### config.mk
export PLATFORM = sky130hd
export DESIGN_NAME = kc_tap_loader
export DESIGN_NICKNAME = d
export VERILOG_FILES = /design/src/rtl/kc_tap_loader.sv
export SDC_FILE = /design/constraint.sdc
export NUM_CORES = 1
export LEC_CHECK = 0
export ABC_AREA = 1
export BUFFER_PORTS_ARGS = -buffer_cell sky130_fd_sc_hd__clkbuf_2
export CAP_MARGIN = 40
export CORE_MARGIN = 2
export CORE_UTILIZATION = 60
export CTS_CLUSTER_DIAMETER = 120
export DETAILED_ROUTE_END_ITERATION = 8
export GPL_TIMING_DRIVEN = 0
export HOLD_SLACK_MARGIN = 0.08
export PLACE_DENSITY = 0.84
export SETUP_SLACK_MARGIN = 0.5
export SLEW_MARGIN = 5
export SYNTH_ARGS = -nofsm -noshare
export SYNTH_HDL_FRONTEND = slang
export SYNTH_SLANG_ARGS = --single-unit
### constraint.sdc
create_clock -name clk -period 8.5 [get_ports clk]
set_input_delay 1.275 -clock clk [delete_from_list [all_inputs] [get_ports clk]]
set_output_delay 1.275 -clock clk [all_outputs]
set_load 0.02 [all_outputs]
### src/rtl/kc_tap_loader.sv
// kc_tap_loader: parses a KC TAP file arriving on the hps_io ioctl download
// bus and writes its program bytes into KC87 main RAM, one byte per write
// handshake, stalling the HPS with ioctl_wait while a write is outstanding.
// Optional feature macro: KC_TAP_AUTOSTART_EN (one-cycle start_req pulse when
// the load completes and the file's start address is not FFFF).
module kc_tap_loader #(
  parameter logic [7:0] TAP_INDEX = 8'd1,
  parameter int         MAGIC_LEN = 16,
  parameter int         BLOCK_LEN = 129
) (
  input  logic        clk,
  input  logic        reset,
  input  logic        ioctl_download,
  input  logic [7:0]  ioctl_index,
  input  logic        ioctl_wr,
  input  logic [24:0] ioctl_addr,
  input  logic [7:0]  ioctl_data,
  output logic        ioctl_wait,
  output logic [15:0] mem_addr,
  output logic [7:0]  mem_data,
  output logic        mem_we,
  input  logic        mem_ack,
  output logic [15:0] load_addr,
  output logic [15:0] end_addr,
  output logic        busy,
  output logic        done,
  output logic        error,
  output logic        start_req,
  output logic [15:0] start_addr
);

  // Byte counter limits: last signature byte, payload size and last payload byte
  localparam logic [7:0] MAGIC_LAST   = 8'(MAGIC_LEN - 1);
  localparam logic [7:0] PAYLOAD_LEN  = 8'(BLOCK_LEN - 1);
  localparam logic [7:0] PAYLOAD_LAST = 8'(BLOCK_LEN - 2);

  typedef enum logic [2:0] {
    S_IDLE, S_MAGIC, S_BLK, S_HDR, S_DATA, S_WR, S_DONE, S_ERR
  } state_t;

  state_t      state_reg, state_next;
  logic        active, active_reg, act_rise, act_fall, accept;
  logic        set_done, set_err;
  logic [7:0]  cnt_reg;
  logic [16:0] ptr_reg, ptr_inc, eadr_ext;
  logic [7:0]  wdata_reg;
  logic        hdr_seen_reg, trunc_reg;
  logic [15:0] aadr_reg, eadr_reg, sadr_reg;
  logic [15:0] load_addr_reg, end_addr_reg, start_addr_reg;
  logic        busy_reg, done_reg, error_reg;

  // File signature "\xC3KC-TAPE by AF. "
  function automatic logic [7:0] magic_byte(input logic [3:0] idx);
    case (idx)
      4'd0:    magic_byte = 8'hC3;
      4'd1:    magic_byte = 8'h4B;
      4'd2:    magic_byte = 8'h43;
      4'd3:    magic_byte = 8'h2D;
      4'd4:    magic_byte = 8'h54;
      4'd5:    magic_byte = 8'h41;
      4'd6:    magic_byte = 8'h50;
      4'd7:    magic_byte = 8'h45;
      4'd8:    magic_byte = 8'h20;
      4'd9:    magic_byte = 8'h62;
      4'd10:   magic_byte = 8'h79;
      4'd11:   magic_byte = 8'h20;
      4'd12:   magic_byte = 8'h41;
      4'd13:   magic_byte = 8'h46;
      4'd14:   magic_byte = 8'h2E;
      default: magic_byte = 8'h20;
    endcase
  endfunction

  assign active   = ioctl_download && (ioctl_index == TAP_INDEX);
  assign act_rise = active && !active_reg;
  assign act_fall = !active && active_reg;
  // Strobes seen while stalling are protocol violations and are dropped
  assign accept   = ioctl_wr && !ioctl_wait;
  // Pointer is 17 bits so a load ending at FFFF terminates instead of wrapping
  assign ptr_inc  = ptr_reg + 17'd1;
  assign eadr_ext = {1'b0, end_addr_reg};

  // State register
  always_ff @(posedge clk) begin
    if (reset) state_reg <= S_IDLE;
    else       state_reg <= state_next;
  end

  // Next-state logic plus the one-cycle done/error set events
  always_comb begin
    state_next = state_reg;
    set_done   = 1'b0;
    set_err    = 1'b0;
    case (state_reg)
      S_IDLE:  if (act_rise) state_next = S_MAGIC;
      S_MAGIC: begin
        if (act_fall) begin
          set_err = 1'b1; state_next = S_IDLE;
        end else if (accept) begin
          if ((ioctl_data != magic_byte(cnt_reg[3:0])) ||
              ((cnt_reg == 8'd0) && (ioctl_addr != 25'd0))) begin
            set_err = 1'b1; state_next = S_ERR;
          end else if (cnt_reg == MAGIC_LAST) begin
            state_next = S_BLK;
          end
        end
      end
      S_BLK: begin
        if (act_fall) begin
          set_err = 1'b1; state_next = S_IDLE;
        end else if (accept) begin
          state_next = hdr_seen_reg ? S_DATA : S_HDR;
        end
      end
      S_HDR: begin
        if (act_fall) begin
          set_err = 1'b1; state_next = S_IDLE;
        end else if (accept && (cnt_reg == PAYLOAD_LAST)) begin
          if (aadr_reg > eadr_reg) begin
            set_err = 1'b1; state_next = S_ERR;
          end else begin
            state_next = S_BLK;
          end
        end
      end
      S_DATA: begin
        if (act_fall) begin
          set_err = 1'b1; state_next = S_IDLE;
        end else if (accept) begin
          if (ptr_reg <= eadr_ext) begin
            state_next = S_WR;
          end else if (cnt_reg == PAYLOAD_LAST) begin
            set_done   = 1'b1;
            state_next = S_DONE;
          end
        end
      end
      S_WR: begin
        // The write always finishes; a download that ended meanwhile is judged afterwards
        if (mem_ack) begin
          if (ptr_inc > eadr_ext) begin
            set_done   = 1'b1;
            state_next = (trunc_reg || act_fall) ? S_IDLE : S_DONE;
          end else if (trunc_reg || act_fall) begin
            set_err    = 1'b1;
            state_next = S_IDLE;
          end else begin
            state_next = (cnt_reg == PAYLOAD_LEN) ? S_BLK : S_DATA;
          end
        end
      end
      S_DONE:  if (act_fall) state_next = S_IDLE;
      S_ERR:   if (act_fall) state_next = S_IDLE;
      default: state_next = S_IDLE;
    endcase
  end

  // Moore outputs: the RAM request and the HPS stall are both tied to WR
  always_comb begin
    mem_we     = (state_reg == S_WR);
    ioctl_wait = (state_reg == S_WR);
  end

  assign mem_addr   = ptr_reg[15:0];
  assign mem_data   = wdata_reg;
  assign load_addr  = load_addr_reg;
  assign end_addr   = end_addr_reg;
  assign start_addr = start_addr_reg;
  assign busy       = busy_reg;
  assign done       = done_reg;
  assign error      = error_reg;

  // Datapath: edge detect, byte counters, header capture, write pointer, status
  always_ff @(posedge clk) begin
    if (reset) begin
      // Track the live level so a download still running after reset is not restarted
      active_reg     <= active;
      cnt_reg        <= 8'd0;
      ptr_reg        <= 17'd0;
      wdata_reg      <= 8'd0;
      hdr_seen_reg   <= 1'b0;
      trunc_reg      <= 1'b0;
      aadr_reg       <= 16'd0;
      eadr_reg       <= 16'd0;
      sadr_reg       <= 16'd0;
      load_addr_reg  <= 16'd0;
      end_addr_reg   <= 16'd0;
      start_addr_reg <= 16'd0;
      busy_reg       <= 1'b0;
      done_reg       <= 1'b0;
      error_reg      <= 1'b0;
    end else begin
      active_reg <= active;
      busy_reg   <= state_next inside {S_MAGIC, S_BLK, S_HDR, S_DATA, S_WR};
      if ((state_reg == S_IDLE) && act_rise) begin
        done_reg     <= 1'b0;
        error_reg    <= 1'b0;
        cnt_reg      <= 8'd0;
        hdr_seen_reg <= 1'b0;
        trunc_reg    <= 1'b0;
      end
      if (set_done) done_reg  <= 1'b1;
      if (set_err)  error_reg <= 1'b1;
      case (state_reg)
        S_MAGIC: if (accept) cnt_reg <= cnt_reg + 8'd1;
        S_BLK:   if (accept) cnt_reg <= 8'd0;
        S_HDR: begin
          if (accept) begin
            cnt_reg <= cnt_reg + 8'd1;
            case (cnt_reg)
              8'd17:   aadr_reg[7:0]  <= ioctl_data;
              8'd18:   aadr_reg[15:8] <= ioctl_data;
              8'd19:   eadr_reg[7:0]  <= ioctl_data;
              8'd20:   eadr_reg[15:8] <= ioctl_data;
              8'd21:   sadr_reg[7:0]  <= ioctl_data;
              8'd22:   sadr_reg[15:8] <= ioctl_data;
              default: ;
            endcase
            if (cnt_reg == PAYLOAD_LAST) begin
              hdr_seen_reg   <= 1'b1;
              load_addr_reg  <= aadr_reg;
              end_addr_reg   <= eadr_reg;
              start_addr_reg <= sadr_reg;
              ptr_reg        <= {1'b0, aadr_reg};
            end
          end
        end
        S_DATA: begin
          if (accept) begin
            cnt_reg   <= cnt_reg + 8'd1;
            wdata_reg <= ioctl_data;
          end
        end
        S_WR: begin
          if (act_fall) trunc_reg <= 1'b1;
          if (mem_ack) begin
            ptr_reg   <= ptr_inc;
            trunc_reg <= 1'b0;
          end
        end
        default: ;
      endcase
    end
  end

`ifdef KC_TAP_AUTOSTART_EN
  logic start_req_reg;

  // Autostart pulse coincides with the rise of done; FFFF means "no autostart"
  always_ff @(posedge clk) begin
    if (reset) start_req_reg <= 1'b0;
    else       start_req_reg <= set_done && (start_addr_reg != 16'hFFFF);
  end

  assign start_req = start_req_reg;
`else
  assign start_req = 1'b0;
`endif

endmodule

==> metrics <==
status=completed; Syn Inst Count=1099; CP Launch Type=flip-flop; port buffer count=122; CTS clock-pin slew for the worst setup and hold paths=60 ps; Rows=41; crit path from=state_reg[1]; synthesized net count=1202; most area-hungry cell type in the Yosys netlist=dfxtp_1; count leader, synth=nand2_1; GRT Total Usage=0.307; layout cells sized above 1=0.182; Place WS=5080 ps; die height=118 um; worst-skew pair later-pin latency=440 ps; fin area=0.00933 mm^2; Leak=4.62 nW; Final setup viols=0; Placed Area=0.00867 mm^2; Num CTS Buffers=17; pin count of the biggest net entering global routing=17; synthesis-to-finish area growth=18.9%; Final #Nets=1343; Wirelength per Cell=15.1 um; area of the multi-input gates=0.00406 mm^2; critical-path cell list=inv_1 > nand3_1 > clkinv_1 > clkbuf_1 > buf_4 > clkbuf_2; Fin. Hold Viols=0; RSZ-0062 raised after global routing=no; Ports=124; Post-CTS Resized=0; async set-reset flop share out of synthesis=0; synth warn=0; cts hold-fix bufs=0; CTS max path bufs=2; Antenna Diode Count=0; Via density=5.48; Total Die Area=0.0140 mm^2; setup TNS=0 ps; Crit path arrival time=2200 ps; post-layout min period=3480 ps; Synth top cells by count=nand2_1, dfxtp_1, inv_1, o21ai_0, nor2_1; Distinct cells, synth=50; crit-path leading delay family=buffers and inverters; Setup CP Type=flip-flop to output port; H-tree Lvls=4; total core area=0.0127 mm^2; maximum capacitance violations=0; cell depth of the worst setup path=6; drt total wl=21500 um; global placer's final weighted congestion=0.966; register area share after synthesis=0.372; Worst Path Max Fanout=11; post-DP HPWL=15900 um; dominant cells by area after synthesis=dfxtp_1, nand2_1, ha_1; RR Startpoint=ptr_reg[0]; first-pass GRT wire length=34600 um; effective utilization at floorplan=0.619; post-route ant nets=0; worst path bufs/invs=5; vias in the first global route=7187; actual slew at the worst max-slew pin=719 ps; Final Max Tran Viols=0; slowest cell delay on critical path=440 ps; clk sinks=146; Post-synth EDFFs=0; number of flip-flops in the largest register=17; post-route core utilization=0.736; DR iter-0 viols=714; clk_skew=10.9 ps; Die Wd=118 um; post-CTS setup buffer count=0; worst vdd ir=0.128 mV; Critical Path Slowest Stage Cell=dfxtp_1; Mapped Area=0.00785 mm^2; HP Class=flip-flop to flip-flop; setup ws final=5020 ps; Pwr Density=168 mW/mm^2; ys flop type=dfxtp_1; Yosys reg bits=146; min-delay src=mem_data[4]; period utilisation layout=0.409; post-synth top area share=0.372; Mean Syn Cell Area=7.14 um^2; reg2reg path depth=27; CP Capture Type=output port; CP Data Required Time=7220 ps; Worst Hold Path Cells=2; detailed-route DRC error count=0; Filler cells=1032; initial antenna violation count=0; via count=7804; Storage cell area=0.00292 mm^2; max frequency=288 MHz; drt pass-1 iters=6; Rel. slew slack=0.520; CTS tree=yes; grt ovf=0; root buffer cell=clkbuf_16
[cells by family after synthesis]
group	count (synthesis)	synth area share
buffers and inverters	205	0.110
DFF	146	0.372
other	1	0.000478
AOI/OAI and AO/OA	269	0.183
and+or+nand+nor	404	0.224
xor gates and xnor gates	17	0.0190
adders and majority gates	57	0.0909
[worst min-delay path: stages (launching register included)]
cell and delay, ps:
dfxtp_1 310, nand2_1 60, a21oi_1 50
[per-stage QoR]
stage | total power [mW] | std cells | hold WS (ps)
after floorplan | 0.719 | 1099 | 441
after global placement | 0.742 | 1393 | 450
after detailed placement | 0.743 | 1393 | 456
final | 1.56 | 1425 | 463
after CTS | 1.56 | 1425 | 464
after global routing | 1.60 | 1425 | 488
[layout by cell type, fill, tap and decap left out, types with 10 or more instances in the layout]
| cell type | n |
|---|---|
| inv_1 | 133 |
| nand4_1 | 13 |
| xor2_1 | 10 |
| buf_4 | 18 |
| nand3_1 | 31 |
| ha_1 | 57 |
| nor2_1 | 117 |
| nand2_1 | 201 |
| a21oi_1 | 116 |
| buf_2 | 10 |
| o21ai_0 | 119 |
| clkbuf_1 | 29 |
| dfxtp_1 | 146 |
| nor3_1 | 11 |
| clkbuf_2 | 122 |
| clkbuf_16 | 17 |
[routing by layer]
layer	part of all wire	vias to the layer above	global-route usage
li1	-	3842	-
met1	0.42	3493	0.399
met2	0.46	398	0.503
met3	0.090	71	0.0574
met4	0.032	0	0.124
met5	0	-	0
[where the power goes]
part | internal, mW | switching, mW
Clock | 0.525 | 0.310
Sequential | 0.684 | 0.0000987
Combinational | 0.0141 | 0.0308
Total | 1.22 | 0.341
[final cells by class]
type	instances	area share
multi-input combinational	748	0.436
sequential	146	0.313
timing repair buffer	122	0.0654
inverter	148	0.0601
clock buffer	18	0.0460
tap	172	0.0231
clock inverter	14	0.0243
buffer	57	0.0323
[path summary, 6_finish.rpt]
| path | endpoint | slack [ps] |
|---|---|---|
| max | mem_we | 5020 |
| min | mem_data[4] | 460 |
| min reg2reg | mem_data[4] | 460 |
| max reg2reg | busy | 5130 |
(Power assumes the default switching activity.)
